File: config.mk
export PLATFORM = sky130hd
export DESIGN_NAME = lcd_ctrl
export DESIGN_NICKNAME = d
export VERILOG_FILES = /design/src/rtl/lcd_ctrl_pkg.sv /design/src/rtl/lcd_ctrl.sv
export SDC_FILE = /design/constraint.sdc
export NUM_CORES = 1
export LEC_CHECK = 0
export BUFFER_PORTS_ARGS = -buffer_cell sky130_fd_sc_hd__buf_4
export CAP_MARGIN = 20
export CORE_MARGIN = 5
export CORE_UTILIZATION = 35
export CTS_CLUSTER_DIAMETER = 100
export DETAILED_ROUTE_END_ITERATION = 10
export GPL_TIMING_DRIVEN = 1
export HOLD_SLACK_MARGIN = 0.03
export PLACE_DENSITY = 0.61
export SLEW_MARGIN = 20
export SYNTH_ARGS = -nofsm -noshare
export SYNTH_HDL_FRONTEND = slang
export SYNTH_SLANG_ARGS = --single-unit
File: constraint.sdc
create_clock -name clk -period 2.35 [get_ports clk]
set_input_delay 0 -clock clk [delete_from_list [all_inputs] [get_ports clk]]
set_output_delay 0 -clock clk [all_outputs]
set_load 0.02 [all_outputs]
File: src/rtl/lcd_ctrl_pkg.sv
// niski_lcd_pkg: shared types and constants for the HD44780-style LCD
// controller.
//   lcd_state_t  - controller FSM states
//   INIT_ROM     - power-on instruction sequence, index 0 is sent first
//   is_long_cmd  - true for the clear/home instructions, which need the
//                  long execution wait
package niski_lcd_pkg;

  typedef enum logic [2:0] {
    POWERUP,
    INIT_LOAD,
    SETUP,
    PULSE,
    HOLD,
    WAIT,
    IDLE
  } lcd_state_t;

  localparam int INIT_ROM_LEN = 7;

  // Sequence: function set x4 (8-bit, 2 lines), display on, clear,
  // then entry mode increment. Element [0] is the first byte sent.
  localparam logic [INIT_ROM_LEN-1:0][7:0] INIT_ROM = {
    8'h06, 8'h01, 8'h0C, 8'h38, 8'h38, 8'h38, 8'h38
  };

  // Clear display (01) and return home (02/03) are the only instructions
  // with the ~1.64 ms execution time.
  function automatic logic is_long_cmd(input logic rs, input logic [7:0] data);
    return !rs && (data[7:2] == 6'd0);
  endfunction

endpackage

File: src/rtl/lcd_ctrl.sv
// lcd_ctrl: HD44780-compatible character LCD write controller.
// After reset it idles for POWERUP_CYCLES, replays the init ROM, then
// accepts one instruction/data byte per valid/ready handshake and produces
// the 8-bit bus write: setup, E pulse, one hold cycle, execution wait.
// Ports:
//   clk, rst        clock, synchronous active-high reset
//   req_valid/ready host handshake; req_rs (0 instr, 1 data), req_data
//   init_done       power-on sequence finished (sticky until reset)
//   lcd_rs, lcd_rw, lcd_e, lcd_data  registered LCD bus (lcd_rw tied 0)
module lcd_ctrl
  import niski_lcd_pkg::*;
#(
  parameter int SETUP_CYCLES      = 2,
  parameter int E_PULSE_CYCLES    = 12,
  parameter int CMD_WAIT_CYCLES   = 2000,
  parameter int CLEAR_WAIT_CYCLES = 82000,
  parameter int INIT_WAIT_CYCLES  = 205000,
  parameter int POWERUP_CYCLES    = 750000
) (
  input  logic       clk,
  input  logic       rst,
  input  logic       req_valid,
  output logic       req_ready,
  input  logic       req_rs,
  input  logic [7:0] req_data,
  output logic       init_done,
  output logic       lcd_rs,
  output logic       lcd_rw,
  output logic       lcd_e,
  output logic [7:0] lcd_data
);

  localparam int MAX_A      = (SETUP_CYCLES > E_PULSE_CYCLES) ? SETUP_CYCLES : E_PULSE_CYCLES;
  localparam int MAX_B      = (CMD_WAIT_CYCLES > CLEAR_WAIT_CYCLES) ? CMD_WAIT_CYCLES : CLEAR_WAIT_CYCLES;
  localparam int MAX_C      = (INIT_WAIT_CYCLES > POWERUP_CYCLES) ? INIT_WAIT_CYCLES : POWERUP_CYCLES;
  localparam int MAX_AB     = (MAX_A > MAX_B) ? MAX_A : MAX_B;
  localparam int MAX_CYCLES = (MAX_AB > MAX_C) ? MAX_AB : MAX_C;
  localparam int CW         = $clog2(MAX_CYCLES) + 1;

  // Counter load values: a timed state lasting N cycles is entered with N-1
  // and left on the cycle the counter reads 0.
  localparam logic [CW-1:0] LD_SETUP   = CW'(SETUP_CYCLES - 1);
  localparam logic [CW-1:0] LD_PULSE   = CW'(E_PULSE_CYCLES - 1);
  localparam logic [CW-1:0] LD_CMD     = CW'(CMD_WAIT_CYCLES - 1);
  localparam logic [CW-1:0] LD_CLEAR   = CW'(CLEAR_WAIT_CYCLES - 1);
  localparam logic [CW-1:0] LD_INIT    = CW'(INIT_WAIT_CYCLES - 1);
  localparam logic [CW-1:0] LD_POWERUP = CW'(POWERUP_CYCLES - 1);
  localparam logic [2:0]    LAST_IDX   = 3'(INIT_ROM_LEN - 1);

  lcd_state_t    state, state_nxt;
  logic [CW-1:0] cnt, cnt_nxt;
  logic [2:0]    init_idx, init_idx_nxt;
  logic          e_nxt, rs_nxt, ready_nxt, done_nxt;
  logic [7:0]    data_nxt;
  logic [CW-1:0] wait_load;
  logic          handshake;

  assign lcd_rw    = 1'b0;
  assign handshake = req_valid && req_ready;

  // The first ROM write needs the long post-function-set wait; after that
  // the byte on the bus decides, so ROM entry 01 picks the clear wait too.
  always_comb begin
    if (!init_done && init_idx == 3'd0) wait_load = LD_INIT;
    else if (is_long_cmd(lcd_rs, lcd_data)) wait_load = LD_CLEAR;
    else wait_load = LD_CMD;
  end

  // NOTE: every signal driven here gets a default before the case so no
  // path leaves it unassigned; a missing default would infer a latch.
  always_comb begin
    state_nxt    = state;
    cnt_nxt      = (cnt != '0) ? cnt - CW'(1) : cnt;
    init_idx_nxt = init_idx;
    e_nxt        = lcd_e;
    rs_nxt       = lcd_rs;
    data_nxt     = lcd_data;
    ready_nxt    = req_ready;
    done_nxt     = init_done;

    case (state)
      POWERUP: if (cnt == '0) state_nxt = INIT_LOAD;
      INIT_LOAD: begin
        rs_nxt    = 1'b0;
        data_nxt  = INIT_ROM[init_idx];
        cnt_nxt   = LD_SETUP;
        state_nxt = SETUP;
      end
      SETUP: if (cnt == '0) begin
        e_nxt     = 1'b1;
        cnt_nxt   = LD_PULSE;
        state_nxt = PULSE;
      end
      PULSE: if (cnt == '0) begin
        e_nxt     = 1'b0;
        state_nxt = HOLD;
      end
      HOLD: begin
        cnt_nxt   = wait_load;
        state_nxt = WAIT;
      end
      WAIT: if (cnt == '0) begin
        if (!init_done && init_idx != LAST_IDX) begin
          init_idx_nxt = init_idx + 3'd1;
          state_nxt    = INIT_LOAD;
        end else begin
          ready_nxt = 1'b1;
          done_nxt  = 1'b1;
          state_nxt = IDLE;
        end
      end
      IDLE: if (handshake) begin
        rs_nxt    = req_rs;
        data_nxt  = req_data;
        ready_nxt = 1'b0;
        cnt_nxt   = LD_SETUP;
        state_nxt = SETUP;
      end
      default: state_nxt = POWERUP;
    endcase
  end

  // NOTE: sequential state uses non-blocking assignments so every register
  // samples the pre-edge values regardless of statement order.
  always_ff @(posedge clk) begin
    if (rst) begin
      state     <= POWERUP;
      cnt       <= LD_POWERUP;
      init_idx  <= 3'd0;
      lcd_e     <= 1'b0;
      lcd_rs    <= 1'b0;
      lcd_data  <= 8'h00;
      req_ready <= 1'b0;
      init_done <= 1'b0;
    end else begin
      state     <= state_nxt;
      cnt       <= cnt_nxt;
      init_idx  <= init_idx_nxt;
      lcd_e     <= e_nxt;
      lcd_rs    <= rs_nxt;
      lcd_data  <= data_nxt;
      req_ready <= ready_nxt;
      init_done <= done_nxt;
    end
  end

endmodule

Word level (Yosys, flattened, before mapping)

Memories as Yosys holds them, arrays and structs flattened. A register that Yosys moved wholly into a read port is not among the register bits.
Cells that the tools add are included.

Memory bits (read-only): 64
Input bits: 12
Word-level logic and storage cells: 73
Output and inout bits: 13
Memories kept: 1
Register bits after elaboration: 39

Reductions and logical operators: 20
Multiplexer cells: 27
Magnitude comparators: 1
Bitwise gates (word level): 1
Eq/ne operators: 13
Add/subtract/negate cells: 2

Memory list:

| name             | depth | bits a word | rd ports | clocked after Yosys merged registers in | write ports | RTL line       | RTL |
|---|---|---|---|---|---|---|---|
| (name not given) | 8     | 8           | 1        | 1                                       | 0           | lcd_ctrl.sv:85 | `data_nxt = INIT_ROM[init_idx];` |

Operators by type and width:

| kind                                                                          | number |
|---|---|
| 21-bit one-hot mux with 4 select lines                                        | 1 |
| 21-bit two-way mux                                                            | 3 |
| 3-bit two-way mux                                                             | 8 |
| 21-bit logical NOT                                                            | 1 |
| 3-bit one-hot mux with 7 select lines                                         | 1 |
| 21-bit nonzero test                                                           | 1 |
| 21-bit by 1-bit subtractor with 21-bit output (second input constant)         | 1 |
| 18-bit two-way mux                                                            | 1 |
| 17-bit two-way mux                                                            | 1 |
| 8-bit two-way mux                                                             | 2 |
| 8-bit one-hot mux with 2 select lines                                         | 1 |
| 2-bit inequality test (second input constant)                                 | 6 |
| 3-bit equality test (second input constant)                                   | 3 |
| 3-bit AND reduction                                                           | 3 |
| 3-bit by 2-bit equality test with 1-bit output (second input constant)        | 2 |
| 3-bit logical NOT                                                             | 2 |
| 6-bit logical NOT                                                             | 1 |
| 1-bit two-way mux                                                             | 6 |
| 1-bit one-hot mux with 2 select lines                                         | 3 |
| 2-bit nonzero test                                                            | 3 |
| 5-bit AND reduction                                                           | 1 |
| 1-bit logical AND                                                             | 4 |
| 3-bit by 4-bit less-than comparator with 1-bit output (second input constant) | 1 |
| 4-bit AND reduction                                                           | 1 |
| 6 further kinds                                                               | 7 |

Logic depth before layout (Yosys ltp)

Depth in word-level cells: 5
Gate-level depth with buffers: 10
Gate-level depth less buffers: 10

Least setup slack after synthesis

Ideal clock, no wire load.

Path type: flip-flop to flip-flop
From: register cnt[13]
To: register (tool-made name)
Library setup time: 0.147 ns
Cell stages (with the launch flop): 7
Slack: 0.229 ns
Required time: 2.203 ns
Buffers on the path: 1
Period minus slack after synthesis: 2.121 ns
Arrival time: 1.974 ns
Path through: dfxtp_1 > or4_4 > or2_1 > buf_6 > nor4_2 > mux2i_1 > o311ai_0

RTL lines:

| element                | RTL line        | RTL |
|---|---|---|
| start, declared        | lcd_ctrl.sv:51  | `logic [CW-1:0] cnt, cnt_nxt;` |
| start signal, assigned | lcd_ctrl.sv:137 | `cnt <= cnt_nxt;` |

==> qor.yml <==
power:
  power.static_leakage_nw: 1.036
  worst_case_vdd_ir_drop_uv: 324.3
  power_density_nw_per_um2: 488.2
clock_tree:
  clock_sink_count: 44
  cts_max_level: 2
  path_clk_slew_ns: 0.09
  max-clock-path-buffers: 2
  root_buffer: "clkbuf_8"
  cts_inserted_buffers: 5
  worstSkewPairLatency_ns: 0.29
  tritoncts: "built"
sta:
  timing.hold.ws_ns: 0.05745
  layout_worst_path_cycle_share: 0.9465
  maxSlewHeadroom: 0.5343
  post-route-min-period_ns: 2.224
  fin_worst_skew_ns: 0.005487
  final-max-slew-violation-count: 0
  worst-slew-pin-transition_ns: 0.6970
  hold_violations: 0
  maximum_clock_frequency_mhz: 449.6
  final-setup-viol-count: 0
  timing.setup.tns_ns: 0
detailed_routing:
  drt-total-wl_um: 5514
  route.vias.total: 2150
  detail_route.wl_per_cell_um: 13.89
  antenna_violation_net_count_after_detailed_routing: 0
  first_iter_violations: 140
  drc_errors_left: 0
  detail_route.first_pass.iterations: 5
  drt-vias-per-instance: 5.416
worst_setup_path:
  timing.critical_path.slowest_stage_cell: "or4_4"
  timing_worst_setup_path_type: "reg -> reg"
  crit_path_end_kind: "flip-flop"
  crit_path_max_fanout: 6
  cp_slowest_stage_delay_ns: 0.56
  worst_ep_required_time_ns: 2.51
  worstPathCellList: "or4_4 > or2_1 > nor4_2 > mux2i_2 > o311ai_0"
  start_kind: "flip-flop"
  worst_path_arrival_ns: 2.38
flow_run:
  max_cap_violation_count: 0
yosys:
  post_synth_net_total: 298
  post_synth_instance_area_um2: 2377
  synth_area_per_cell_um2: 8.490
  async_flop_share: 0
  postSynthCellCount: 280
  synth_edf_count: 0
  synth.yosys.warnings: 0
  ys_dominant_reg_cell: "dfxtp_1"
  synth.ff_latch_count: 44
  ys_types: 54
  synth-seq-area-share: 0.3705
placed_design:
  port_buffers: 23
  post-dp-hpwl_um: 4123
  gp_congestion: 0.8407
min_path:
  holdCritPathClass: "in -> reg"
floorplan:
  design.die.area_um2: 8541
  die_w_um: 92.42
  initial_utilization: 0.3538
  design.core.area_um2: 6719
  placementRows: 30
  ios: 25
  die_h_um: 92.42
layout:
  drive_gt1_frac: 0.1924
  finalNetCount: 334
  fill_cells: 670
  final_antenna_diode_count: 0
  synthToLayoutAreaGrowth_pct: 20.16
global_routing:
  grt_pass1_wl_um: 9563
  first_global_vias: 2038
  largest_net_degree_at_the_start_of_global_routing: 41
  overflow: 0
  grt_use_total: 0.1360
  grt_antenna_before_repair: 0
outcome:
  status: "completed"
logic make-up (layout without fill, tap and decap cells):
family	Yosys count	count (layout)	synth area share
AO/OA/AOI/OAI	64	64	0.1800
multiplexers	8	8	0.03369
AND/OR/NAND/NOR	119	119	0.2826
XOR/XNOR	15	15	0.05526
adder cells (fa/ha/maj)	6	6	0.03158
buffers and inverters	23	60	0.04474
other	1	1	0.001577
flip-flops	44	44	0.3705
metal layers:
layer	vias to the layer above	share of wire	wire length, µm	track usage
met5	-	0	0	0
met4	0	0.011	59	0.03589
met3	5	0.033	180	0.02762
met2	33	0.47	2575	0.2230
met1	1011	0.49	2697	0.1818
li1	1101	-	-	-
synth_stat cells, drive strengths merged (2+ instances only):
cell type | number | share of area
dfxtp | 44 | 0.37
nor2 | 33 | 0.052
nor3 | 16 | 0.036
o21ai | 16 | 0.034
xnor2 | 13 | 0.048
a21oi | 12 | 0.027
nor4 | 12 | 0.039
a211oi | 10 | 0.032
inv | 10 | 0.016
nand2 | 10 | 0.016
clkbuf | 9 | 0.014
nand2b | 9 | 0.024
mux2i | 8 | 0.034
or3 | 7 | 0.018
ha | 6 | 0.032
nand3 | 5 | 0.011
or2 | 5 | 0.014
or4 | 5 | 0.019
buf | 4 | 0.015
nand4 | 4 | 0.011
a22oi | 3 | 0.0095
nor3b | 3 | 0.0095
o21a | 3 | 0.0095
o21bai | 3 | 0.0095
a21boi | 2 | 0.0063
a221oi | 2 | 0.0074
and3 | 2 | 0.0053
nand3b | 2 | 0.0063
nand4b | 2 | 0.0074
nor4b | 2 | 0.0074
o31ai | 2 | 0.0063
xor2 | 2 | 0.0074
what timing repair did:
action,4_1_cts,5_1_grt
hold buffers,3,0
buffers inserted,0,2
resized for setup,0,2
endpoints found under the hold margin,3,0
setup endpoints to repair,0,4
final timing paths:
| kind | from | end | slack, ns | cells past startpoint |
|---|---|---|---|---|
| min | req_data[5] | lcd_data[5] | 0.06 | 3 |
| min reg2reg | init_done | init_done | 0.49 | 2 |
| max | cnt[13] | flip-flop | 0.13 | 5 |
| max reg2reg | cnt[13] | flip-flop | 0.13 | 5 |
power breakdown:
group / internal (W) / switching [W] / total, W
clock network: 0.000320 / 0.000264 / 0.000584
registers: 0.000749 / 0.00000505 / 0.000754
logic: 0.0000279 / 0.0000281 / 0.0000560
metrics by stage:
| step | utilization | cell area [µm²] | setup WS, ns | cells | power [W] |
|---|---|---|---|---|---|
| 6_report | 0.4251 | 2856 | 0.1258 | 397 | 0.001394 |
| 5_1_grt | 0.4251 | 2856 | -0.001634 | 397 | 0.001456 |
| 4_1_cts | 0.4214 | 2831 | 0.1154 | 395 | 0.001415 |
| 3_5_place_dp | 0.3998 | 2686 | 0.1100 | 384 | 0.0008235 |
| 3_3_place_gp | 0.3998 | 2686 | 0.1727 | 384 | 0.0008231 |
| 2_1_floorplan | - | 2377 | 0.2290 | 280 | 0.0008010 |
cells in the final DEF (no fill, tap or decap), types with 2 or more instances in the layout:
cell type and n:
or3_1 7, a22oi_1 3, a211oi_1 10, a221oi_1 2, nand2b_1 9, buf_4 39, nand4b_1 2, xor2_1 2
nor2_1 33, inv_1 10, ha_1 6, or4_4 2, mux2i_1 7, o31ai_1 2, or4_1 3, dfxtp_1 44
a21boi_0 2, nor3b_1 3, dlygate4sd3_1 3, nor3_1 15, xnor2_1 13, o21bai_1 3, nor4_1 9, o21a_1 3
o21ai_0 16, nand3_1 5, and3_1 2, a21oi_1 11, nand4_1 4, nor4_2 3, nand3b_1 2, or2_2 3
nand2_1 10, clkbuf_8 5
cell type report:
cell class | count | area (µm²) | share of cell area
Tap cell | 80 | 100.1 | 0.03504
Clock inverter | 3 | 46.29 | 0.01621
Clock buffer | 5 | 68.82 | 0.02409
Timing Repair Buffer | 42 | 322.8 | 0.1130
Inverter | 10 | 37.54 | 0.01314
Multi-Input combinational cell | 213 | 1400 | 0.4901
Sequential cell | 44 | 880.8 | 0.3084
worst max-delay path, delay by kind of cell (launching register included):
kind	cells	cell delay (ns)
AOI/OAI and AO/OA	1	0.17
DFF	1	0.35
muxes	1	0.34
and+or+nand+nor	3	1.24
No activity file was read; power rests on OpenSTA's default activity.
